$ cat src/rtl/rv32i_mem_pkg.sv
// Shared types for the RV32I single-port memory arbiter: FSM state encoding,
// latched bus request record and timeout counter sizing.
package rv32i_mem_pkg;

   localparam int XLEN = 32;
   localparam int DEFAULT_TIMEOUT_CYCLES = 64;
   localparam int TIMEOUT_W = $clog2(DEFAULT_TIMEOUT_CYCLES);
   localparam logic [3:0] BYTE_EN_ALL = 4'hF;

   typedef enum logic [2:0] {
      ST_IDLE,
      ST_DATA_ACC,
      ST_FETCH_ACC,
      ST_DATA_RESP,
      ST_FETCH_RESP
   } arb_state_t;

   typedef struct packed {
      logic [XLEN-1:0] addr;
      logic [XLEN-1:0] wdata;
      logic [3:0]      byte_en;
      logic            we;
   } bus_req_t;

endpackage

$ cat src/rtl/mem_timeout_counter.sv
// Counts cycles spent waiting for a bus acknowledge; expired is raised in the
// last allowed cycle so the owner can abort on the same edge.
module mem_timeout_counter
   import rv32i_mem_pkg::*;
#(
   parameter int TIMEOUT_CYCLES = DEFAULT_TIMEOUT_CYCLES,
   parameter int CNT_W          = TIMEOUT_W
) (
   input  logic clk,
   input  logic rst_n,
   input  logic clear,
   input  logic enable,
   output logic expired
);

   localparam logic [CNT_W-1:0] LAST = CNT_W'(TIMEOUT_CYCLES - 1);

   logic [CNT_W-1:0] count;

   always_ff @(posedge clk or negedge rst_n) begin
      if (!rst_n) begin
         count <= '0;
      end else if (clear) begin
         count <= '0;
      end else if (enable && !expired) begin
         count <= count + CNT_W'(1);
      end
   end

   assign expired = enable && (count == LAST);

endmodule

$ cat src/rtl/mem_port_arbiter_rv32i.sv
// Single-port memory arbiter for the RV32I pipeline: one bus transaction at a
// time, loads/stores win over fetches, one-cycle ready pulse per completion.
module mem_port_arbiter_rv32i
   import rv32i_mem_pkg::*;
#(
   parameter int ADDR_WIDTH     = 32,
   parameter int DATA_WIDTH     = 32,
   parameter int TIMEOUT_CYCLES = 64
) (
   input  logic                  clk,
   input  logic                  rst_n,
   input  logic                  fetch_request,
   input  logic [ADDR_WIDTH-1:0] fetch_address,
   output logic [DATA_WIDTH-1:0] instruction,
   output logic                  instruction_ready,
   input  logic                  data_read_M,
   input  logic                  data_write_M,
   input  logic [ADDR_WIDTH-1:0] data_address_M,
   input  logic [DATA_WIDTH-1:0] data_wdata_M,
   input  logic [3:0]            data_byte_en_M,
   output logic [DATA_WIDTH-1:0] data_rdata,
   output logic                  data_ready,
   output logic                  mem_transaction,
   output logic                  bus_req,
   output logic                  bus_we,
   output logic [ADDR_WIDTH-1:0] bus_addr,
   output logic [DATA_WIDTH-1:0] bus_wdata,
   output logic [3:0]            bus_byte_en,
   input  logic                  bus_ack,
   input  logic [DATA_WIDTH-1:0] bus_rdata,
   output logic                  bus_error
);

   arb_state_t state, state_next;
   bus_req_t   req_q;
   logic       data_req;
   logic       in_acc;
   logic       to_expired;

   assign data_req = data_read_M | data_write_M;
   assign in_acc   = (state == ST_DATA_ACC) || (state == ST_FETCH_ACC);

   mem_timeout_counter #(
      .TIMEOUT_CYCLES (TIMEOUT_CYCLES),
      .CNT_W          ($clog2(TIMEOUT_CYCLES))
   ) u_timeout (
      .clk     (clk),
      .rst_n   (rst_n),
      .clear   (!in_acc),
      .enable  (in_acc),
      .expired (to_expired)
   );

   always_ff @(posedge clk or negedge rst_n) begin
      if (!rst_n) begin
         state <= ST_IDLE;
      end else begin
         state <= state_next;
      end
   end

   // RESP always returns to IDLE so a level-held request that just completed
   // is not sampled again before the pipeline has advanced.
   always_comb begin
      state_next = state;
      case (state)
         ST_IDLE: begin
            if (data_req) begin
               state_next = ST_DATA_ACC;
            end else if (fetch_request) begin
               state_next = ST_FETCH_ACC;
            end
         end
         ST_DATA_ACC: begin
            if (bus_ack || to_expired) begin
               state_next = ST_DATA_RESP;
            end
         end
         ST_FETCH_ACC: begin
            if (bus_ack || to_expired) begin
               state_next = ST_FETCH_RESP;
            end
         end
         ST_DATA_RESP:  state_next = ST_IDLE;
         ST_FETCH_RESP: state_next = ST_IDLE;
         default:       state_next = ST_IDLE;
      endcase
   end

   always_comb begin
      bus_req           = 1'b0;
      instruction_ready = 1'b0;
      data_ready        = 1'b0;
      case (state)
         ST_DATA_ACC, ST_FETCH_ACC: bus_req           = 1'b1;
         ST_FETCH_RESP:             instruction_ready = 1'b1;
         ST_DATA_RESP:              data_ready        = 1'b1;
         default: ;
      endcase
      mem_transaction = data_req && (state != ST_DATA_RESP);
   end

   // Request is latched only in IDLE, which keeps bus_* stable for the whole access.
   always_ff @(posedge clk or negedge rst_n) begin
      if (!rst_n) begin
         req_q <= '0;
      end else if (state == ST_IDLE) begin
         if (data_req) begin
            req_q.addr    <= data_address_M;
            req_q.wdata   <= data_wdata_M;
            req_q.we      <= data_write_M;
            req_q.byte_en <= data_write_M ? data_byte_en_M : BYTE_EN_ALL;
         end else if (fetch_request) begin
            req_q.addr    <= fetch_address;
            req_q.wdata   <= '0;
            req_q.we      <= 1'b0;
            req_q.byte_en <= BYTE_EN_ALL;
         end
      end
   end

   assign bus_we      = req_q.we;
   assign bus_addr    = req_q.addr;
   assign bus_wdata   = req_q.wdata;
   assign bus_byte_en = req_q.byte_en;

   always_ff @(posedge clk or negedge rst_n) begin
      if (!rst_n) begin
         instruction <= '0;
         data_rdata  <= '0;
         bus_error   <= 1'b0;
      end else begin
         if (state == ST_FETCH_ACC) begin
            if (bus_ack) begin
               instruction <= bus_rdata;
            end else if (to_expired) begin
               instruction <= '0;
            end
         end
         if ((state == ST_DATA_ACC) && !req_q.we) begin
            if (bus_ack) begin
               data_rdata <= bus_rdata;
            end else if (to_expired) begin
               data_rdata <= '0;
            end
         end
         if (in_acc && !bus_ack && to_expired) begin
            bus_error <= 1'b1;
         end
      end
   end

endmodule

$ cat config.mk
export PLATFORM = sky130hd
export DESIGN_NAME = mem_port_arbiter_rv32i
export DESIGN_NICKNAME = d
export VERILOG_FILES = /design/src/rtl/rv32i_mem_pkg.sv /design/src/rtl/mem_timeout_counter.sv /design/src/rtl/mem_port_arbiter_rv32i.sv
export SDC_FILE = /design/constraint.sdc
export NUM_CORES = 1
export LEC_CHECK = 0
export ABC_CLOCK_PERIOD_IN_PS = 2500
export CORE_MARGIN = 2
export CORE_UTILIZATION = 38
export DETAILED_ROUTE_END_ITERATION = 12
export PLACE_DENSITY = 0.77
export SYNTH_ARGS = -nofsm -noshare
export SYNTH_HDL_FRONTEND = slang
export SYNTH_HIERARCHICAL = 1
export SYNTH_SLANG_ARGS = --single-unit
$ cat constraint.sdc
create_clock -name clk -period 2.5 [get_ports clk]
set_clock_uncertainty 0.15 [all_clocks]
set_input_delay 0.5 -clock clk [delete_from_list [all_inputs] [get_ports clk]]
set_output_delay 0.5 -clock clk [all_outputs]
set_load 0.01 [all_outputs]
# == Yosys cells after proc, flatten, opt, wreduce, memory -nomap -nowiden ==
# Index checks and enable logic that the tools add are counted.
# word_totals
reg_bits,143
out_inout_bits,138
# classes
n_addsub,1
eq_ne,10
n_mux,15
bitwise,1
reduce_logical,19
# ops
operator,n
two-way mux 69 bit,2
two-way mux 32 bit,2
two-way mux 3 bit,4
two-way mux 6 bit,2
one-hot mux 3 bit (3 select lines),1
"adder 6 x 1 -> 6 bit, second input constant",1
"equality test 3 x 2 -> 1 bit, second input constant",2
"equality test 6 bit, second input constant",1
logical AND 1 bit,6
"inequality test 2 x 1 -> 1 bit, second input constant",3
AND reduction 2 bit,3
two-way mux 4 bit,1
nonzero test 2 bit,2
"equality test 3 x 1 -> 1 bit, second input constant",1
"equality test 3 bit, second input constant",1
zero test 1 bit,3
zero test 3 bit,1
two-way mux 1 bit,3
"inequality test 3 x 2 -> 1 bit, second input constant",1
"inequality test 3 bit, second input constant",1
AND reduction 3 bit,1
logical OR 1 bit,2
OR reduction 2 bit,1
bitwise OR 1 bit,1

# == Longest topological paths before layout ==
# Gate-level depths: netlist of run 1.
# logic_depth
ltp_word,7
ltp_mapped,11

# == Modules after synthesis ==
# Netlist of run 1, hierarchy kept.
# by_module_without_submodules
mod,n_inst,cells_each,area_per_inst_um2,seq_area_each_um2
mem_port_arbiter_rv32i,1,422,5691.7,3428.3
mem_timeout_counter,1,42,374.1,150.1

# == Worst setup path after synthesis of run 1 ==
# OpenSTA, ideal clock, no wires.
# synth_timing
kind,reg-to-reg
from,reg state[0]
to,reg instruction[10]
setup_time_ps,121
arrival_time_ps,2342
required_time_ps,2229
setup_slack_ps,-113
stages_incl_launch_ff,12
path_cell_list,dfrtp_1 -> buf_4 -> xnor2_1 -> nor2_1 -> buf_6 -> nand3_1 -> nor2_1 -> nor2_2 -> or4b_1 -> clkbuf_1 -> buf_2 -> a22o_1
# synth_via
elab_chain_len,5
word_cells_on_any_way,6
cone_classes,eq/ne (2); reduce/logical (4)
# synth_rtl
item,line,text
"start, declared",mem_port_arbiter_rv32i.sv:34,"arb_state_t state, state_next;"
"start signal, assigned",mem_port_arbiter_rv32i.sv:58,state <= state_next;
equality test 3 x 1 -> 1 bit / equality test 3 x 2 -> 1 bit (equally long branches),mem_port_arbiter_rv32i.sv:41,assign in_acc = (state == ST_DATA_ACC) || (state == ST_FETCH_ACC);
logical OR 1 bit *,mem_port_arbiter_rv32i.sv:41,
logical AND 1 bit *,mem_timeout_counter.sv:30,assign expired = enable && (count == LAST);
via to_expired,mem_port_arbiter_rv32i.sv:38,logic to_expired;
nonzero test 2 bit (no source line) *,-,
AND reduction 2 bit (no source line) *,-,
"end signal, assigned",mem_port_arbiter_rv32i.sv:135,instruction <= bus_rdata;
"end, declared",mem_port_arbiter_rv32i.sv:14,"output logic [DATA_WIDTH-1:0] instruction,"
# Mark *: on every way through the listed nets, which the timed path passes. The rest lies on a longest branch.
# A chain may end at the register's enable or synchronous reset.

# == Worst setup path in the final report of run 1 ==
# layout_timing
from,reg state[0]
to,out instruction_ready
# layout_via
elab_chain_len,2
# layout_rtl
item,line,text
equality test 3 bit,mem_port_arbiter_rv32i.sv:94,case (state)
two-way mux 1 bit,mem_port_arbiter_rv32i.sv:94,
"end, declared",mem_port_arbiter_rv32i.sv:15,"output logic instruction_ready,"
# No other way between the ends.

==> results_tabular.tex, run 1 <==
\begin{tabular}{lr}
\hline
Metric & Value \\
\hline
\multicolumn{2}{l}{\textbf{Status}} \\
Outcome & finished, final reports clean \\
\multicolumn{2}{l}{\textbf{Power}} \\
Total Power & $\sim$12 mW \\
Power per standard cell area & about 1200 nW/µm² \\
Standby leakage power & around 4.2 nW \\
Highest ir drop seen on vdd & 0.000648 V \\
\multicolumn{2}{l}{\textbf{Detailed routing}} \\
Number of detailed-routing iterations run before antenna repair & 4 \\
Vias post-DR & approximately 4,900 \\
Wirelength per Cell & roughly 18 µm \\
1st-iter DRT viols & roughly 180 \\
Drt drc & 0 \\
Final Routed Wirelength & about 18 mm \\
Number of nets with antenna violations after routing & 0 \\
Ratio of routed vias to standard cells & between 4 and 5 \\
\multicolumn{2}{l}{\textbf{Synthesis}} \\
Sequential cell area fraction in the yosys report & 59.0\% \\
Top cells by area in the synthesized netlist & dfrtp\_1 (59\%), mux2\_2 (13\%), a22o\_1 (9.2\%) \\
Yosys warns & 6 \\
Async set-reset flop share out of synthesis & 100\% \\
Distinct cells, synth & 39 \\
Mean area per synthesized cell & about 13 µm² \\
Count of mapped cells out of synthesis & about 460 \\
List of most frequent post-synthesis cells & dfrtp\_1 (143), mux2\_2 (70), a22o\_1 (64) \\
Top-count cell post-synth & dfrtp\_1 \\
Register bit count reported by yosys & 143 \\
Leading register cell type out of synthesis & dfrtp\_1 \\
Cell type contributing the most total cell area after synthesis & dfrtp\_1 \\
Cell area after technology mapping & between 6000 and 7000 µm² \\
Area fraction of the dominant cell type after synthesis & 59.0\% \\
Count of flip-flops with a built-in enable after synthesis & 0 \\
Syn Nets & $\sim$600 \\
\multicolumn{2}{l}{\textbf{Global routing}} \\
Met2 Track Usage GR & a little over a third \\
Most utilized layer in the global route result & met2 \\
Total track usage & a little over a fifth \\
Wire length of the first global-routing pass & roughly 27 mm \\
Largest net degree at the start of global routing & 55 \\
Residual overflow from global routing & 0 \\
Met3 usage & 9.14\% \\
GR met1 Demand/Resource & about 24\% \\
Number of antenna violations at the first check in global routing & 0 \\
Vias in the first global route & around 5,000 \\
\multicolumn{2}{l}{\textbf{Cells and area}} \\
Area of all placed cells without fillers & 9900 µm² \\
Proportion of layout cells with a drive suffix above 1 & a little under a fifth \\
Final standard cell utilization of the core & approximately 63\% \\
Number of antenna repair diodes & 0 \\
Synth-to-layout area growth & 63.2\% \\
Fin nets & 891 \\
Non-filler instance count after layout & roughly 980 \\
\multicolumn{2}{l}{\textbf{Floorplan}} \\
Area enclosed by the die boundary & 17,000 µm² \\
Die height & around 130 µm \\
Floorplan Core Area & between 15,000 and 20,000 µm² \\
Number of placed I/O pins & between 200 and 300 \\
X dimension of the die & roughly 130 µm \\
Initial cell density of the core & 38.5\% \\
Number of standard-cell rows in the floorplan & 46 \\
\multicolumn{2}{l}{\textbf{Placed design}} \\
Number of cells after detailed placement & approximately 950 \\
Pre-CTS worst setup slack & between 0.05 and 0.06 ns \\
Estimated wirelength of the detail-placed design & 13.3 mm \\
Placed inst area & just over 9000 µm² \\
Number of I/O port buffers & 275 \\
Final Wtd Congestion & $\sim$0.83 \\
\multicolumn{2}{l}{\textbf{Timing}} \\
Min Hold Slack & between 0.3 and 0.4 ns \\
Final setup TNS & 0 ns \\
Worst Max-Slew Pin Slew & 0.514 ns \\
Final hold violations & 0 \\
Setup violations, final & 0 \\
Fmax achieved & between 400 and 500 MHz \\
Count of final max-slew check failures & 0 \\
Headroom to the max-slew limit & 65.7\% \\
Final setup slack of the worst path & roughly 0.09 ns \\
Crit path time final & 2.41 ns \\
Setup repair after global routing missed its margin & false \\
Period utilization & 96.3\% \\
\multicolumn{2}{l}{\textbf{Worst hold path}} \\
Hold Crit Class & reg -> reg \\
Instance count along the most critical hold path & 1 \\
Endpoint with the worst hold slack & instruction[5] \\
Worst Hold Launch & instruction[5] \\
\multicolumn{2}{l}{\textbf{Clocking}} \\
CTS tree & yes \\
Clock sink total & roughly 140 \\
H-Tree Depth & 4 \\
Maximum number of buffers from clock root to sink & 2 \\
Worst-path clk slew & roughly 0.060 ns \\
Root Buffer Master & clkbuf\_16 \\
Clock buffers created by TritonCTS & 17 \\
Clock insertion delay at the later pin of the skew report & approximately 0.42 ns \\
\multicolumn{2}{l}{\textbf{Critical path}} \\
Reg-to-Reg Start & u\_timeout/count[0] \\
Critical path arrival & 1.76 ns \\
Maximum fanout count along the critical path & 8 \\
Type of element launching the critical path & register \\
R2R cell count & 7 \\
Reg-to-reg endpoint & instruction[24] \\
Data required time of the critical path & roughly 1.9 ns \\
R2r setup slk & about 0.19 ns \\
Critical Path End Type & output port \\
Worst Setup Path Type & reg -> out \\
\multicolumn{2}{l}{\textbf{Job}} \\
Number of max-cap violations & 0 \\
\hline
\end{tabular}
-- area by class of cell --
cell class	count	area, µm²
Timing Repair Buffer	301	3040
Clock inverter	12	205
Fill cell	1202	5870
Multi-Input combinational cell	251	2200
Inverter	38	143
Tap cell	216	270
Clock buffer	20	467
Sequential cell	143	3580
-- worst max path at each step --
| stage | end | slack [ns] | cells after the start | start |
|---|---|---|---|---|
| 4_1_cts | data_ready | 0.04 | 2 | state[2] |
| 5_1_grt | instruction_ready | 0.009 | 3 | state[0] |
| 6_report | instruction_ready | 0.09 | 3 | state[0] |
| 3_3_place_gp | mem_transaction | 0.05 | 4 | data_read_M |
| 3_5_place_dp | bus_addr[17] | 0.06 | 5 | data_read_M |
| 2_1_floorplan | instruction[10] | -0.001 | 11 | state[0] |
-- metal layers --
metal	vias to the layer above	routed length, µm
met3	26	1610
met5	-	0
met4	0	332
met2	195	9230
met1	2422	6950
li1	2210	-
-- flip-flops by register name, summed over array words and instances (netlist names) --
name and cells:
bus_addr 32, bus_wdata 32, data_rdata 32, instruction 32, u_timeout/count 6, bus_byte_en 4
state 3, bus_error 1, bus_we 1
-- worst max-delay path: stages (launching register included) --
cell	delay, ns
dfrtp_1	0.39
buf_4	0.17
nor3b_1	0.19
clkdlybuf4s50_1	0.59
-- logic make-up after synthesis --
family / synth area share (%)
fa+ha+maj: 0.206
buf+inv: 5.32
simple gates: 6.06
compound gates: 11.0
mux: 18.3
flops: 59.0
xor+xnor: 0.144
-- where the power goes --
group	switching [mW]	internal [mW]	total [mW]
combinational	2.21	3.16	5.37
sequential	0.631	3.36	3.99
clock	1.00	1.86	2.86
total	3.85	8.37	12.2
-- cells in the final DEF, fill, tap and decap left out, drive strengths merged, types with 2 or more instances in the layout --
cell type and n:
buf 26, dlygate4sd2 2, nor3b 3, nand3 4, a211oi 2, mux2 70, bufinv 5, nor3 5
o311ai 2, clkinvlp 2, inv 40, clkinv 3, a31oi 2, clkbuf 20, nand2b 5, a22o 64
nor2b 2, nor2 7, nand2 37, dfrtp 143, clkdlybuf4s50 271, mux2i 32
-- what timing repair did --
action | 4_1_cts | 5_1_grt
hold endpoints to repair | 52 | 0
setup buffers | 0 | 0
hold buffers | 1 | 0
resized for setup | 3 | 2
setup endpoints to repair | 2 | 2
pin swaps | 0 | 0
(Power assumes the default switching activity.)
==> inputs of run 2 (changes only) <==
Settings changed: CAP_MARGIN set to 20.
==> results of run 2 <==
Final layout, timing and power as in run 1 (identical DEF).
